`src/rtl/dmem_arbiter_if.sv`:
```
// Bundle of both master ports and the synchronous RAM port of the data-memory arbiter.
// The slave modport is the arbiter view; the master modport is the environment view.
interface dmem_arbiter_if #(
  parameter int ADDR_WIDTH = 12,
  parameter int DATA_WIDTH = 32
);
  localparam int STRB_WIDTH = DATA_WIDTH / 8;

  logic                    m0_req;
  logic                    m0_we;
  logic [ADDR_WIDTH-1:0]   m0_addr;
  logic [DATA_WIDTH-1:0]   m0_wdata;
  logic [STRB_WIDTH-1:0]   m0_wstrb;
  logic                    m0_gnt;
  logic                    m0_rsp_valid;
  logic [DATA_WIDTH-1:0]   m0_rsp_rdata;
  logic                    m0_rsp_err;

  logic                    m1_req;
  logic                    m1_we;
  logic [ADDR_WIDTH-1:0]   m1_addr;
  logic [DATA_WIDTH-1:0]   m1_wdata;
  logic [STRB_WIDTH-1:0]   m1_wstrb;
  logic                    m1_gnt;
  logic                    m1_rsp_valid;
  logic [DATA_WIDTH-1:0]   m1_rsp_rdata;
  logic                    m1_rsp_err;

  logic                    mem_en;
  logic                    mem_we;
  logic [ADDR_WIDTH-3:0]   mem_addr;
  logic [DATA_WIDTH-1:0]   mem_wdata;
  logic [STRB_WIDTH-1:0]   mem_wstrb;
  logic [DATA_WIDTH-1:0]   mem_rdata;

  modport slave (
    input  m0_req, m0_we, m0_addr, m0_wdata, m0_wstrb,
    output m0_gnt, m0_rsp_valid, m0_rsp_rdata, m0_rsp_err,
    input  m1_req, m1_we, m1_addr, m1_wdata, m1_wstrb,
    output m1_gnt, m1_rsp_valid, m1_rsp_rdata, m1_rsp_err,
    output mem_en, mem_we, mem_addr, mem_wdata, mem_wstrb,
    input  mem_rdata
  );

  modport master (
    output m0_req, m0_we, m0_addr, m0_wdata, m0_wstrb,
    input  m0_gnt, m0_rsp_valid, m0_rsp_rdata, m0_rsp_err,
    output m1_req, m1_we, m1_addr, m1_wdata, m1_wstrb,
    input  m1_gnt, m1_rsp_valid, m1_rsp_rdata, m1_rsp_err,
    input  mem_en, mem_we, mem_addr, mem_wdata, mem_wstrb,
    output mem_rdata
  );
endinterface

```
`src/rtl/dmem_arbiter.sv`:
```
// Two-master round-robin arbiter in front of a single-port synchronous data RAM.
// Grants and the RAM request are combinational; responses come from registered state one cycle later.
module dmem_arbiter #(
  parameter int ADDR_WIDTH = 12,
  parameter int DATA_WIDTH = 32
) (
  input  logic          GLOBAL_CLK_IN,
  input  logic          GLOBAL_RST_N,
  dmem_arbiter_if.slave bus
);
  localparam int STRB_WIDTH = DATA_WIDTH / 8;

  typedef enum logic {
    PRIO_M0 = 1'b0,
    PRIO_M1 = 1'b1
  } prio_e;

  function automatic logic f_is_aligned(input logic [ADDR_WIDTH-1:0] addr);
    f_is_aligned = (addr[1:0] == 2'b00);
  endfunction

  prio_e                 r_prio;
  logic                  r_rsp_pending;
  logic                  r_rsp_owner;
  logic                  r_rsp_is_read;
  logic                  r_rsp_err;

  logic                  w_gnt0;
  logic                  w_gnt1;
  logic                  w_any_gnt;
  logic                  w_sel_we;
  logic [ADDR_WIDTH-1:0] w_sel_addr;
  logic [DATA_WIDTH-1:0] w_sel_wdata;
  logic [STRB_WIDTH-1:0] w_sel_wstrb;
  logic                  w_aligned;
  logic                  w_mem_en;
  logic                  w_m0_rsp_valid;
  logic                  w_m1_rsp_valid;
  logic [DATA_WIDTH-1:0] w_rsp_rdata;

  // Grant decision: a lone requester always wins, a tie goes to the favoured master.
  always_comb begin
    w_gnt0 = 1'b0;
    w_gnt1 = 1'b0;
    if (GLOBAL_RST_N) begin
      case ({bus.m1_req, bus.m0_req})
        2'b01: w_gnt0 = 1'b1;
        2'b10: w_gnt1 = 1'b1;
        2'b11: begin
          if (r_prio == PRIO_M1) begin
            w_gnt1 = 1'b1;
          end else begin
            w_gnt0 = 1'b1;
          end
        end
        default: begin
          w_gnt0 = 1'b0;
          w_gnt1 = 1'b0;
        end
      endcase
    end else begin
      w_gnt0 = 1'b0;
      w_gnt1 = 1'b0;
    end
  end

  assign w_any_gnt = w_gnt0 | w_gnt1;

  // Request mux: the granted master's fields are steered to the RAM port.
  always_comb begin
    w_sel_we    = 1'b0;
    w_sel_addr  = '0;
    w_sel_wdata = '0;
    w_sel_wstrb = '0;
    if (w_gnt1) begin
      w_sel_we    = bus.m1_we;
      w_sel_addr  = bus.m1_addr;
      w_sel_wdata = bus.m1_wdata;
      w_sel_wstrb = bus.m1_wstrb;
    end else begin
      w_sel_we    = bus.m0_we;
      w_sel_addr  = bus.m0_addr;
      w_sel_wdata = bus.m0_wdata;
      w_sel_wstrb = bus.m0_wstrb;
    end
  end

  assign w_aligned = f_is_aligned(w_sel_addr);
  // A misaligned grant is still accepted but never reaches the RAM.
  assign w_mem_en  = w_any_gnt & w_aligned;

  assign bus.m0_gnt    = w_gnt0;
  assign bus.m1_gnt    = w_gnt1;
  assign bus.mem_en    = w_mem_en;
  assign bus.mem_we    = w_mem_en & w_sel_we;
  assign bus.mem_addr  = w_sel_addr[ADDR_WIDTH-1:2];
  assign bus.mem_wdata = w_sel_wdata;
  assign bus.mem_wstrb = w_mem_en ? w_sel_wstrb : {STRB_WIDTH{1'b0}};

  // Priority FSM and response tracking; reset drops any response still in flight.
  always_ff @(posedge GLOBAL_CLK_IN or negedge GLOBAL_RST_N) begin
    if (!GLOBAL_RST_N) begin
      r_prio        <= PRIO_M0;
      r_rsp_pending <= 1'b0;
      r_rsp_owner   <= 1'b0;
      r_rsp_is_read <= 1'b0;
      r_rsp_err     <= 1'b0;
    end else begin
      r_rsp_pending <= w_any_gnt;
      if (w_any_gnt) begin
        r_rsp_owner   <= w_gnt1;
        r_rsp_is_read <= w_aligned & ~w_sel_we;
        r_rsp_err     <= ~w_aligned;
        case (r_prio)
          PRIO_M0: r_prio <= w_gnt0 ? PRIO_M1 : PRIO_M0;
          PRIO_M1: r_prio <= w_gnt1 ? PRIO_M0 : PRIO_M1;
          default: r_prio <= PRIO_M0;
        endcase
      end else begin
        r_rsp_owner   <= r_rsp_owner;
        r_rsp_is_read <= r_rsp_is_read;
        r_rsp_err     <= r_rsp_err;
        r_prio        <= r_prio;
      end
    end
  end

  // RAM read data arrives in the response cycle, so it is passed through only for read responses.
  always_comb begin
    w_m0_rsp_valid = r_rsp_pending & ~r_rsp_owner;
    w_m1_rsp_valid = r_rsp_pending &  r_rsp_owner;
    w_rsp_rdata    = '0;
    if (r_rsp_pending && r_rsp_is_read) begin
      w_rsp_rdata = bus.mem_rdata;
    end else begin
      w_rsp_rdata = '0;
    end
  end

  assign bus.m0_rsp_valid = w_m0_rsp_valid;
  assign bus.m0_rsp_rdata = w_m0_rsp_valid ? w_rsp_rdata : {DATA_WIDTH{1'b0}};
  assign bus.m0_rsp_err   = w_m0_rsp_valid & r_rsp_err;
  assign bus.m1_rsp_valid = w_m1_rsp_valid;
  assign bus.m1_rsp_rdata = w_m1_rsp_valid ? w_rsp_rdata : {DATA_WIDTH{1'b0}};
  assign bus.m1_rsp_err   = w_m1_rsp_valid & r_rsp_err;
endmodule
```
`src/flat_wrapper.sv`:
```
// flat-port wrapper written by rule: the top's interface ports become plain ports
module dmem_arbiter_flat 
#(
  parameter int ADDR_WIDTH = 12,
  parameter int DATA_WIDTH = 32
)
  (GLOBAL_CLK_IN, GLOBAL_RST_N, bus_m0_req, bus_m0_we, bus_m0_addr, bus_m0_wdata, bus_m0_wstrb, bus_m0_gnt, bus_m0_rsp_valid, bus_m0_rsp_rdata, bus_m0_rsp_err, bus_m1_req, bus_m1_we, bus_m1_addr, bus_m1_wdata, bus_m1_wstrb, bus_m1_gnt, bus_m1_rsp_valid, bus_m1_rsp_rdata, bus_m1_rsp_err, bus_mem_en, bus_mem_we, bus_mem_addr, bus_mem_wdata, bus_mem_wstrb, bus_mem_rdata);
  dmem_arbiter_if #(.ADDR_WIDTH(ADDR_WIDTH), .DATA_WIDTH(DATA_WIDTH)) bus_i ();
  input  logic GLOBAL_CLK_IN;
  input  logic GLOBAL_RST_N;
  input wire logic [$bits(bus_i.m0_req)-1:0] bus_m0_req;
  input wire logic [$bits(bus_i.m0_we)-1:0] bus_m0_we;
  input wire logic [$bits(bus_i.m0_addr)-1:0] bus_m0_addr;
  input wire logic [$bits(bus_i.m0_wdata)-1:0] bus_m0_wdata;
  input wire logic [$bits(bus_i.m0_wstrb)-1:0] bus_m0_wstrb;
  output wire logic [$bits(bus_i.m0_gnt)-1:0] bus_m0_gnt;
  output wire logic [$bits(bus_i.m0_rsp_valid)-1:0] bus_m0_rsp_valid;
  output wire logic [$bits(bus_i.m0_rsp_rdata)-1:0] bus_m0_rsp_rdata;
  output wire logic [$bits(bus_i.m0_rsp_err)-1:0] bus_m0_rsp_err;
  input wire logic [$bits(bus_i.m1_req)-1:0] bus_m1_req;
  input wire logic [$bits(bus_i.m1_we)-1:0] bus_m1_we;
  input wire logic [$bits(bus_i.m1_addr)-1:0] bus_m1_addr;
  input wire logic [$bits(bus_i.m1_wdata)-1:0] bus_m1_wdata;
  input wire logic [$bits(bus_i.m1_wstrb)-1:0] bus_m1_wstrb;
  output wire logic [$bits(bus_i.m1_gnt)-1:0] bus_m1_gnt;
  output wire logic [$bits(bus_i.m1_rsp_valid)-1:0] bus_m1_rsp_valid;
  output wire logic [$bits(bus_i.m1_rsp_rdata)-1:0] bus_m1_rsp_rdata;
  output wire logic [$bits(bus_i.m1_rsp_err)-1:0] bus_m1_rsp_err;
  output wire logic [$bits(bus_i.mem_en)-1:0] bus_mem_en;
  output wire logic [$bits(bus_i.mem_we)-1:0] bus_mem_we;
  output wire logic [$bits(bus_i.mem_addr)-1:0] bus_mem_addr;
  output wire logic [$bits(bus_i.mem_wdata)-1:0] bus_mem_wdata;
  output wire logic [$bits(bus_i.mem_wstrb)-1:0] bus_mem_wstrb;
  input wire logic [$bits(bus_i.mem_rdata)-1:0] bus_mem_rdata;
  assign bus_i.m0_req = bus_m0_req;
  assign bus_i.m0_we = bus_m0_we;
  assign bus_i.m0_addr = bus_m0_addr;
  assign bus_i.m0_wdata = bus_m0_wdata;
  assign bus_i.m0_wstrb = bus_m0_wstrb;
  assign bus_m0_gnt = bus_i.m0_gnt;
  assign bus_m0_rsp_valid = bus_i.m0_rsp_valid;
  assign bus_m0_rsp_rdata = bus_i.m0_rsp_rdata;
  assign bus_m0_rsp_err = bus_i.m0_rsp_err;
  assign bus_i.m1_req = bus_m1_req;
  assign bus_i.m1_we = bus_m1_we;
  assign bus_i.m1_addr = bus_m1_addr;
  assign bus_i.m1_wdata = bus_m1_wdata;
  assign bus_i.m1_wstrb = bus_m1_wstrb;
  assign bus_m1_gnt = bus_i.m1_gnt;
  assign bus_m1_rsp_valid = bus_i.m1_rsp_valid;
  assign bus_m1_rsp_rdata = bus_i.m1_rsp_rdata;
  assign bus_m1_rsp_err = bus_i.m1_rsp_err;
  assign bus_mem_en = bus_i.mem_en;
  assign bus_mem_we = bus_i.mem_we;
  assign bus_mem_addr = bus_i.mem_addr;
  assign bus_mem_wdata = bus_i.mem_wdata;
  assign bus_mem_wstrb = bus_i.mem_wstrb;
  assign bus_i.mem_rdata = bus_mem_rdata;
  dmem_arbiter #(.ADDR_WIDTH(ADDR_WIDTH), .DATA_WIDTH(DATA_WIDTH)) u_core (.GLOBAL_CLK_IN(GLOBAL_CLK_IN), .GLOBAL_RST_N(GLOBAL_RST_N), .bus(bus_i));
endmodule
```
`config.mk`:
```
export PLATFORM = sky130hd
export DESIGN_NAME = dmem_arbiter_flat
export DESIGN_NICKNAME = d
export VERILOG_FILES = /design/src/rtl/dmem_arbiter_if.sv /design/src/rtl/dmem_arbiter.sv /design/src/flat_wrapper.sv
export SDC_FILE = /design/constraint.sdc
export NUM_CORES = 1
export LEC_CHECK = 0
export ABC_AREA = 0
export BUFFER_PORTS_ARGS = -buffer_cell sky130_fd_sc_hd__buf_4
export CELL_PAD_IN_SITES_DETAIL_PLACEMENT = 1
export CELL_PAD_IN_SITES_GLOBAL_PLACEMENT = 2
export CORE_MARGIN = 3
export CORE_UTILIZATION = 10
export CTS_CLUSTER_DIAMETER = 120
export DETAILED_ROUTE_END_ITERATION = 16
export MAX_ROUTING_LAYER = met4
export PLACE_DENSITY_LB_ADDON = 0.1
export SETUP_SLACK_MARGIN = 0.15
export SLEW_MARGIN = 5
export SYNTH_ARGS = -nofsm -noshare
export SYNTH_HDL_FRONTEND = slang
export SYNTH_SLANG_ARGS = --single-unit
```
`constraint.sdc`:
```
create_clock -name GLOBAL_CLK_IN -period 2.3 [get_ports GLOBAL_CLK_IN]
set_clock_uncertainty 0.2 [all_clocks]
set_input_delay 0.46 -clock GLOBAL_CLK_IN [delete_from_list [all_inputs] [get_ports GLOBAL_CLK_IN]]
set_output_delay 0.46 -clock GLOBAL_CLK_IN [all_outputs]
set_load 0.05 [all_outputs]
```
==> run metrics, run 1 <==
total congestion overflow=0; Critical Path End=bus_mem_wdata[26]; Seq pwr share=7.0%; sequential fraction of the synthesis area=9.452%; Crit Path Class=flip-flop to primary output; Slew Viols, Final=0; max cap viols=0; Buf+Inv Stages, Crit Path=4; vias in the first global route=2,827; io pins=252; reg2reg path depth=6; initial drt markers=46; status=finished clean; Worst Setup SP=u_core.r_prio; Crit. path cell count=7; total track usage=12.97%; worst r2r src=u_core.r_prio; DRC viols=0; share of layout cells above drive strength 1=73.65%; slew of the pin with the lowest slew margin=587.7 ps; warnings from Yosys=0; Most Crowded Layer GR=met2; Layout Nets=655; Mapped Cells=255; clock sinks=5; CP startpoint kind=flip-flop; unrepaired setup endpoints after global routing=yes; starting density of the core=10.36%; Longest Clk Path Bufs=2; first-pass GRT wire length=14,680 µm; DRT Wirelength=10,600 µm; die area=14,650 µm²; Final Setup Violations=0; ys flop type=dfrtp_1; Placed Area=3455 µm²; clock share of power=18.8%; n_diodes=0; Critical Path RT=1640 ps; leading cell type in the layout, fill and taps excluded=buf_4; via count=2,721; Synth Cell Area=1324 µm²; Via density=3.932; fin crit share=96.31%; EDFF count, synth=0; syn nets=389; nature of the critical path endpoint=primary output; Hold Crit Start=u_core.r_rsp_err; P_int=830.2 µW; worst-path cell chain=o211ai_4 -> buf_12 -> buf_8 -> clkbuf_16 -> nand2_1 -> nand2_1 -> buf_6; post-route ant nets=0; CP Max Fanout=6; PortBufs=251; Crit-path slowest cell=dfrtp_1; largest net degree at the start of global routing=35; post-DP HPWL=8099 µm; Global Route met3 Usage=3.450%; asr flop ratio synth=100.0%; TritonCTS clock tree=yes; row count=41; min setup slack post-route=84.93 ps; commonest cells after routing, fill and taps aside=buf_4, nand2_1, nand2_2; Total Power=1527 µW; Comb pwr share=74.2%; Final min period=2215 ps; clock latency on the worst-skew pair=230 ps; crit-path max cell delay=410 ps; Post-Place Cells=670; switching power=696.6 µW; Mean Syn Cell Area=5.191 µm²; endpoint of the worst register-to-register path=u_core.r_rsp_is_read; setup_tns=0 ps; most used cell, CP=nand2_1; maximum vdd drop=0.0001723 V; arrival time worst endpoint=1560 ps; met1 Use GR=13.24%; Die Y=121.1 µm; wire length per cell=15.32 µm; Fin. Hold Viols=0; PwrDens=337.6 nW/µm²; Sw Ratio=45.63%; cell family with the largest share of critical-path delay=buffers and inverters; initial antenna violation count=0; post-route cell area=4522 µm²; width of the die=121.1 µm; Synth-to-Final Area Change=241.6%; post-synthesis register bit count=5; cts bufs inserted=3; Rel. slew slack=60.40%; Clock transition at path regs=30 ps; fin cells=692; fmax=451.5 MHz; Hold Path Class=flip-flop to flip-flop; DR pass1 iterations=4; LEAKAGE=0.002484 µW; Place WS=93.58 ps; CTS root buffer=clkbuf_16; Yosys cell types=22; Placer Congestion=0.7117; FILL cells=1,526; core area=12,770 µm²; reg2reg setup slack=460 ps; met2 Use GR=24.73%; CTS H-Tree Depth=1
[layout make-up]
class | instances | area, µm² | share of cell area [%]
Clock buffer | 4 | 78.83 | 1.743
Inverter | 5 | 23.77 | 0.5257
Multi-Input combinational cell | 226 | 1455 | 32.18
Sequential cell | 5 | 125.1 | 2.767
Tap cell | 172 | 215.2 | 4.759
Timing Repair Buffer | 280 | 2624 | 58.02
[stage by stage]
stage | util [%] | hold slack [ps]
4_1_cts | 30.59 | 343.5
2_1_floorplan | - | -35.59
3_5_place_dp | 27.04 | 87.11
6_report | 35.40 | 333.5
5_1_grt | 35.40 | 370.6
3_3_place_gp | 27.04 | 84.79
[state kept, by name, indices dropped and copies added, names as in the netlist]
signal,count
u_core.r_prio,1
u_core.r_rsp_pending,1
u_core.r_rsp_owner,1
u_core.r_rsp_err,1
u_core.r_rsp_is_read,1
[worst min path at each step]
stage | end | slack (ps) | cells past startpoint
after CTS | u_core.r_rsp_err | 340 | 2
after global routing | u_core.r_rsp_err | 370 | 2
after detailed placement | u_core.r_rsp_owner | 90 | 1
after global placement | u_core.r_rsp_owner | 80 | 1
after floorplan | u_core.r_prio | -40 | 0
final | u_core.r_rsp_err | 330 | 2
[cells in the mapped netlist, types with 3 or more instances]
cell,instances,area (µm²)
a21oi_1,7,35.03
and2_1,35,219.0
and3_1,34,212.7
buf_2,4,20.02
clkbuf_1,11,41.29
dfrtp_1,5,125.1
inv_1,3,11.26
nand2_1,134,503.0
nand3_1,5,25.02
[metal layers]
metal / up-vias / wire [µm]
met5: - / 0
met3: 6 / 1077
li1: 1330 / -
met2: 157 / 5573
met1: 1228 / 3836
met4: 0 / 115
[power by group through the flow]
stage / Sequential [µW] / Combinational [µW] / Clock, µW
after global routing: 109 / 1200 / 298
final: 107 / 1130 / 287
after floorplan: 106 / 492 / 0
after detailed placement: 108 / 880 / 0
after global placement: 108 / 875 / 0
after CTS: 108 / 988 / 293
[kinds of logic after synthesis]
kind of cell / after synthesis / share of synthesized area [%]
compound gates: 13 / 6.522
buf+inv: 24 / 8.884
flops: 5 / 9.452
mux: 1 / 0.8506
simple gates: 212 / 74.29
[what timing repair did]
item,4_1_cts,5_1_grt
pin swaps,4,58
resized for setup,63,144
setup endpoints to repair,56,85
cloned,2,4
buffers inserted,6,5
hold buffers,1,0
hold endpoints to repair,5,0
[tightest hold or removal path: stages, from the launching register on]
cell	delay (ps)
dfrtp_1	390
inv_1	60
a21oi_1	50
(Power assumes the default switching activity.)
==> run 2, diff against run 1 <==
--- a/config.mk
+++ b/config.mk
@@ -16,7 +16,6 @@
 export MAX_ROUTING_LAYER = met4
 export PLACE_DENSITY_LB_ADDON = 0.1
 export SETUP_SLACK_MARGIN = 0.15
-export SLEW_MARGIN = 5
 export SYNTH_ARGS = -nofsm -noshare
 export SYNTH_HDL_FRONTEND = slang
 export SYNTH_SLANG_ARGS = --single-unit
==> constraint.sdc (replaced) <==
create_clock -name GLOBAL_CLK_IN -period 2.8 [get_ports GLOBAL_CLK_IN]
set_clock_uncertainty 0.2 [all_clocks]
set_input_delay 0.56 -clock GLOBAL_CLK_IN [delete_from_list [all_inputs] [get_ports GLOBAL_CLK_IN]]
set_output_delay 0.56 -clock GLOBAL_CLK_IN [all_outputs]
set_load 0.05 [all_outputs]
==> run 2 against run 1 <==
  * Critical path type is now input port to primary output
  * Register-to-register slack improved by 610 ps
  * Clock-buffer cell count unchanged
  * Hold slack got worse by 17 ps
  * Design area decreased by 22%
  * Routed wire length decreased by 7.5%
  * Highest routed layer unchanged
  * Critical path depth increased by 1
  * Global-route usage decreased by 0.74 points
==> run metrics, run 2 (synthesized netlist as in run 1, its figures left out) <==
Place WS=283.5 ps (+189.9 ps); post-DP HPWL=8306 µm (+2.5%); via count=2,580 (-5.2%); max cap viols=0 (unchanged); clock sinks=5 (unchanged); Via density=3.834 (-2.5%); TritonCTS clock tree=yes; reg2reg path depth=4 (-2); nature of the critical path endpoint=primary output; core area=12,770 µm² (unchanged); Synth-to-Final Area Change=164.8%; DRC viols=0 (unchanged); Hold Crit Start=u_core.r_rsp_err; first-pass GRT wire length=14,100 µm (-4.0%); Fin. Hold Viols=0 (unchanged); commonest cells after routing, fill and taps aside=buf_4, nand2_1, and2_1; CTS root buffer=clkbuf_16; LEAKAGE=0.002160 µW (-13%); status=finished clean; die area=14,650 µm² (unchanged); share of layout cells above drive strength 1=53.29% (-20 points); total congestion overflow=0 (unchanged); cts bufs inserted=3 (unchanged); Rel. slew slack=63.58% (+3.2 points); Hold Path Class=flip-flop to flip-flop; Placer Congestion=0.7043 (-1.0%); n_diodes=0 (unchanged); Slew Viols, Final=0 (unchanged); Seq pwr share=8.4% (+1.4 points); fmax=400.3 MHz; P_int=539.5 µW (-35%); PortBufs=251 (unchanged); vias in the first global route=2,628 (-7.0%); Crit Path Class=input port to primary output; width of the die=121.1 µm (unchanged); CP Max Fanout=27 (+21); row count=41 (unchanged); slew of the pin with the lowest slew margin=540.6 ps (-47.15 ps); total track usage=12.22% (-0.74 points); post-route ant nets=0 (unchanged); hold slack=316.9 ps (-16.61 ps); starting density of the core=10.36% (unchanged); setup_tns=0 ps (unchanged); Final min period=2498 ps; clock share of power=23.0% (+4.2 points); min setup slack post-route=301.6 ps (+216.7 ps); fin crit share=89.23%; FILL cells=1,614 (+5.8%); wire length per cell=14.58 µm (-4.8%); endpoint of the worst register-to-register path=u_core.r_rsp_is_read; Final Setup Violations=0 (unchanged); DR pass1 iterations=4 (unchanged); Comb pwr share=68.6% (-5.6 points); Critical Path RT=2040 ps (+400 ps); maximum vdd drop=0.0001343 V (-22%); PwrDens=296.5 nW/µm² (-12%); initial drt markers=57 (+24%); reg2reg setup slack=1070 ps (+610 ps); DRT Wirelength=9812 µm (-7.5%); Sw Ratio=48.10% (+2.5 points); hold worst-path end=u_core.r_rsp_err; Hold Crit Depth=2 (unchanged); initial antenna violation count=0 (unchanged); switching power=500.0 µW (-28%); Clock transition at path regs=30 ps (about the same); unrepaired setup endpoints after global routing=no; Longest Clk Path Bufs=2 (unchanged); post-CTS setup buffer count=0 (-6); worst r2r src=u_core.r_prio; Die Y=121.1 µm (unchanged); CP startpoint kind=input port; CTS H-Tree Depth=1 (unchanged); io pins=252 (unchanged); largest net degree at the start of global routing=44 (+26%); clock latency on the worst-skew pair=230 ps (about the same); arrival time worst endpoint=1740 ps (+180 ps); leading cell type in the layout, fill and taps excluded=buf_4; Layout Nets=636 (-2.9%)
==> run 2: cell count changes in the layout (fill, tap and decap cells not counted), sizes merged <==
cell / previous run / this run
buf: 275 / 260
clkbuf: 8 / 4
==> run 2: worst max-delay path by stage <==
stage | start | endpoint | slack [ps] | cells after the start
final | bus_m0_req | bus_mem_wstrb[1] | 300 | 8
after global routing | bus_m0_req | bus_mem_wstrb[1] | 200 | 8
after CTS | bus_m0_req | bus_mem_wstrb[1] | 280 | 8
after detailed placement | bus_m0_req | bus_mem_wstrb[1] | 280 | 8
after global placement | bus_m0_req | bus_mem_we | 330 | 8
after floorplan | bus_m0_req | bus_mem_wdata[22] | 170 | 6
==> run 2: metal layers <==
layer	share of wire (%)	wire [µm]	track usage, %
met3	11	1095	3.170
met4	0.25	25	1.062
met1	38	3704	13.35
met2	51	4986	23.06
met5	0	0	-
==> run 2: metrics by stage <==
step	power [µW]	cells	utilization [%]	area, µm²
4_1_cts	1053	673	27.45	3506
3_3_place_gp	806.5	668	26.75	3417
6_report	1040	673	27.45	3506
5_1_grt	1093	673	27.45	3506
2_1_floorplan	487.9	255	-	1324
3_5_place_dp	810.2	668	26.75	3417
==> run 2: critical path, cell delays in order <==
cell      delay, ps
buf_4           120
inv_2            60
o211ai_4        110
inv_2           220
buf_12          220
nand2_1          70
a21oi_1         150
buf_4           220
==> run 2: what timing repair did <==
item,CTS,global route
resized for setup,0,0
hold endpoints to repair,5,0
hold buffers,1,0
==> run 2: area by class of cell <==
cell class	count	area (µm²)	area share, %
repair buffers	261	1987	56.67
multi-input cells	226	1081	30.84
well taps	172	215.2	6.138
flip-flops and latches	5	125.1	3.569
clock buffers	4	78.83	2.248
inverters	5	18.77	0.5353
==> run 2: power by group through the flow <==
stage / combinational (µW) / clock [µW] / sequential, µW
3_3_place_gp: 718 / 0 / 88.1
3_5_place_dp: 722 / 0 / 87.9
2_1_floorplan: 401 / 0 / 87.2
5_1_grt: 759 / 245 / 89.0
6_report: 713 / 239 / 87.2
4_1_cts: 725 / 240 / 87.5
==> run 3, diff against run 2 <==
--- a/config.mk
+++ b/config.mk
@@ -9,7 +9,6 @@
 export BUFFER_PORTS_ARGS = -buffer_cell sky130_fd_sc_hd__buf_4
 export CELL_PAD_IN_SITES_DETAIL_PLACEMENT = 1
 export CELL_PAD_IN_SITES_GLOBAL_PLACEMENT = 2
-export CORE_MARGIN = 3
 export CORE_UTILIZATION = 10
 export CTS_CLUSTER_DIAMETER = 120
 export DETAILED_ROUTE_END_ITERATION = 16
==> run 3 against run 2 <==
  * Sequential cell count unchanged
  * Routed wire length shrank 3.8%
  * Largest power group unchanged
  * Core utilization about the same
  * Highest routed layer unchanged
  * Sequential power grew 1%
  * Combinational power about the same
  * Total power shrank 0.25%
  * Clock-buffer cell count fell by 1
  * Critical path depth unchanged
  * Global-route usage grew 0.71 points
  * First-iteration DRC count is 23% higher
  * Register-to-register slack improved by 60 ps
  * Via count shrank 0.47%
==> run metrics, run 3 (synthesized netlist as in run 1, its figures left out) <==
status=finished clean; # resized after CTS=0 (unchanged); Clock transition at path regs=40 ps (about the same); slew of the pin with the lowest slew margin=528.2 ps (-12.32 ps); total congestion overflow=0 (unchanged); fin crit share=86.11% (-3.1 points); commonest cells after routing, fill and taps aside=buf_4, nand2_1, and2_1; # hold bufs at CTS=1 (unchanged); Slew Viols, Final=0 (unchanged); TritonCTS clock tree=yes; vias in the first global route=2,439 (-7.2%); via count=2,568 (-0.47%); hold slack=331.5 ps (+14.52 ps); post-route ant nets=0 (unchanged); Total Power=1037 µW (-0.25%); DR pass1 iterations=3 (-1); post-DP HPWL=7945 µm (-4.3%); CP Max Fanout=27 (unchanged); Hold Path Class=flip-flop to flip-flop; io pins=252 (unchanged); min setup slack post-route=388.8 ps (+87.26 ps); Layout Nets=636 (unchanged); arrival time worst endpoint=1650 ps (-90 ps); Die Y=117.1 µm (-3.3%); core area=12,770 µm² (unchanged); Crit-path slowest cell=buf_4; fmax=414.7 MHz (+3.6%); clock sinks=5 (unchanged); unrepaired setup endpoints after global routing=no; met2 Use GR=25.72% (+2.7 points); Final min period=2411 ps (-87.26 ps); cts bufs inserted=3 (unchanged); setup_tns=0 ps (unchanged); Most Crowded Layer GR=met2; die area=13,700 µm² (-6.5%); Critical Path RT=2040 ps (about the same); wire length per cell=14.03 µm (-3.8%); max cap viols=0 (unchanged); met1 Use GR=12.81% (-0.54 points); LEAKAGE=0.002163 µW (+0.13%); Final Setup Violations=0 (unchanged); CTS H-Tree Depth=1 (unchanged); Hold Crit Depth=2 (unchanged); Rel. slew slack=64.41% (+0.83 points); clock latency on the worst-skew pair=230 ps (about the same); share of layout cells above drive strength 1=53.49% (+0.20 points); Crit Path Class=input port to primary output; Synth-to-Final Area Change=164.9% (about the same); PwrDens=295.7 nW/µm² (-0.28%); Place WS=350.8 ps (+67.32 ps); Global Route met3 Usage=3.090% (-0.081 points); Placer Congestion=0.7192 (+2.1%); reg2reg path depth=4 (unchanged); maximum vdd drop=0.0001486 V (+11%); worst-path cell chain=buf_4 -> inv_2 -> o211ai_4 -> inv_2 -> buf_12 -> nand2_1 -> a21oi_1 -> buf_4; Via density=3.816 (-0.47%); initial drt markers=70 (+23%); starting density of the core=10.36% (unchanged); DRT Wirelength=9439 µm (-3.8%); post-CTS setup buffer count=0 (unchanged); row count=41 (unchanged); DRC viols=0 (unchanged); Longest Clk Path Bufs=2 (unchanged); nature of the critical path endpoint=primary output; total track usage=12.93% (+0.71 points); CTS root buffer=clkbuf_16; Fin. Hold Viols=0 (unchanged); first-pass GRT wire length=12,970 µm (-8.0%); initial antenna violation count=0 (unchanged); CP startpoint kind=input port; crit-path max cell delay=220 ps (about the same); n_diodes=0 (unchanged); leading cell type in the layout, fill and taps excluded=buf_4; largest net degree at the start of global routing=35 (-20%); PortBufs=251 (unchanged); width of the die=117.1 µm (-3.3%)
[run 3: final cells by class]
cell class / instances / area, µm²
clock buffer: 3 / 75.07
inverter: 5 / 18.77
multi-input combinational: 226 / 1081
clock inverter: 1 / 5.005
timing repair buffer: 261 / 1987
fill: 1633 / 9266
tap: 172 / 215.2
sequential: 5 / 125.1
[run 3: stage by stage]
stage | cells | utilization, % | cell area (µm²)
2_1_floorplan | 255 | - | 1324
3_3_place_gp | 668 | 26.75 | 3417
3_5_place_dp | 668 | 26.75 | 3417
4_1_cts | 673 | 27.46 | 3507
5_1_grt | 673 | 27.46 | 3507
6_report | 673 | 27.46 | 3507
[run 3: final timing paths]
path / from / slack, ps / end
max: bus_m0_req / 390 / bus_mem_we
min: u_core.r_rsp_err / 330 / u_core.r_rsp_err
max reg2reg: u_core.r_prio / 1130 / u_core.r_rsp_is_read
min reg2reg: u_core.r_rsp_err / 330 / u_core.r_rsp_err
max in group asynchronous: GLOBAL_RST_N / 1630 / u_core.r_rsp_owner
min in group asynchronous: GLOBAL_RST_N / 570 / u_core.r_rsp_err
[run 3: report_power, final]
part	switching, µW	internal, µW	total [µW]
clock network	51.0	187	238
logic	441	270	711
registers	7.65	80.4	88.1
total	500	537	1040
[run 3: worst max-delay path, delay by kind of cell]
kind	cells	cell delay, ps
buf+inv	5	780
compound gates	2	230
simple gates	1	70
[run 3: per-layer routing]
| layer | routed length [µm] | share of wire (%) |
|---|---|---|
| met3 | 979 | 10 |
| met2 | 5049 | 53 |
| met5 | 0 | 0 |
| met4 | 48 | 0.51 |
| met1 | 3360 | 36 |
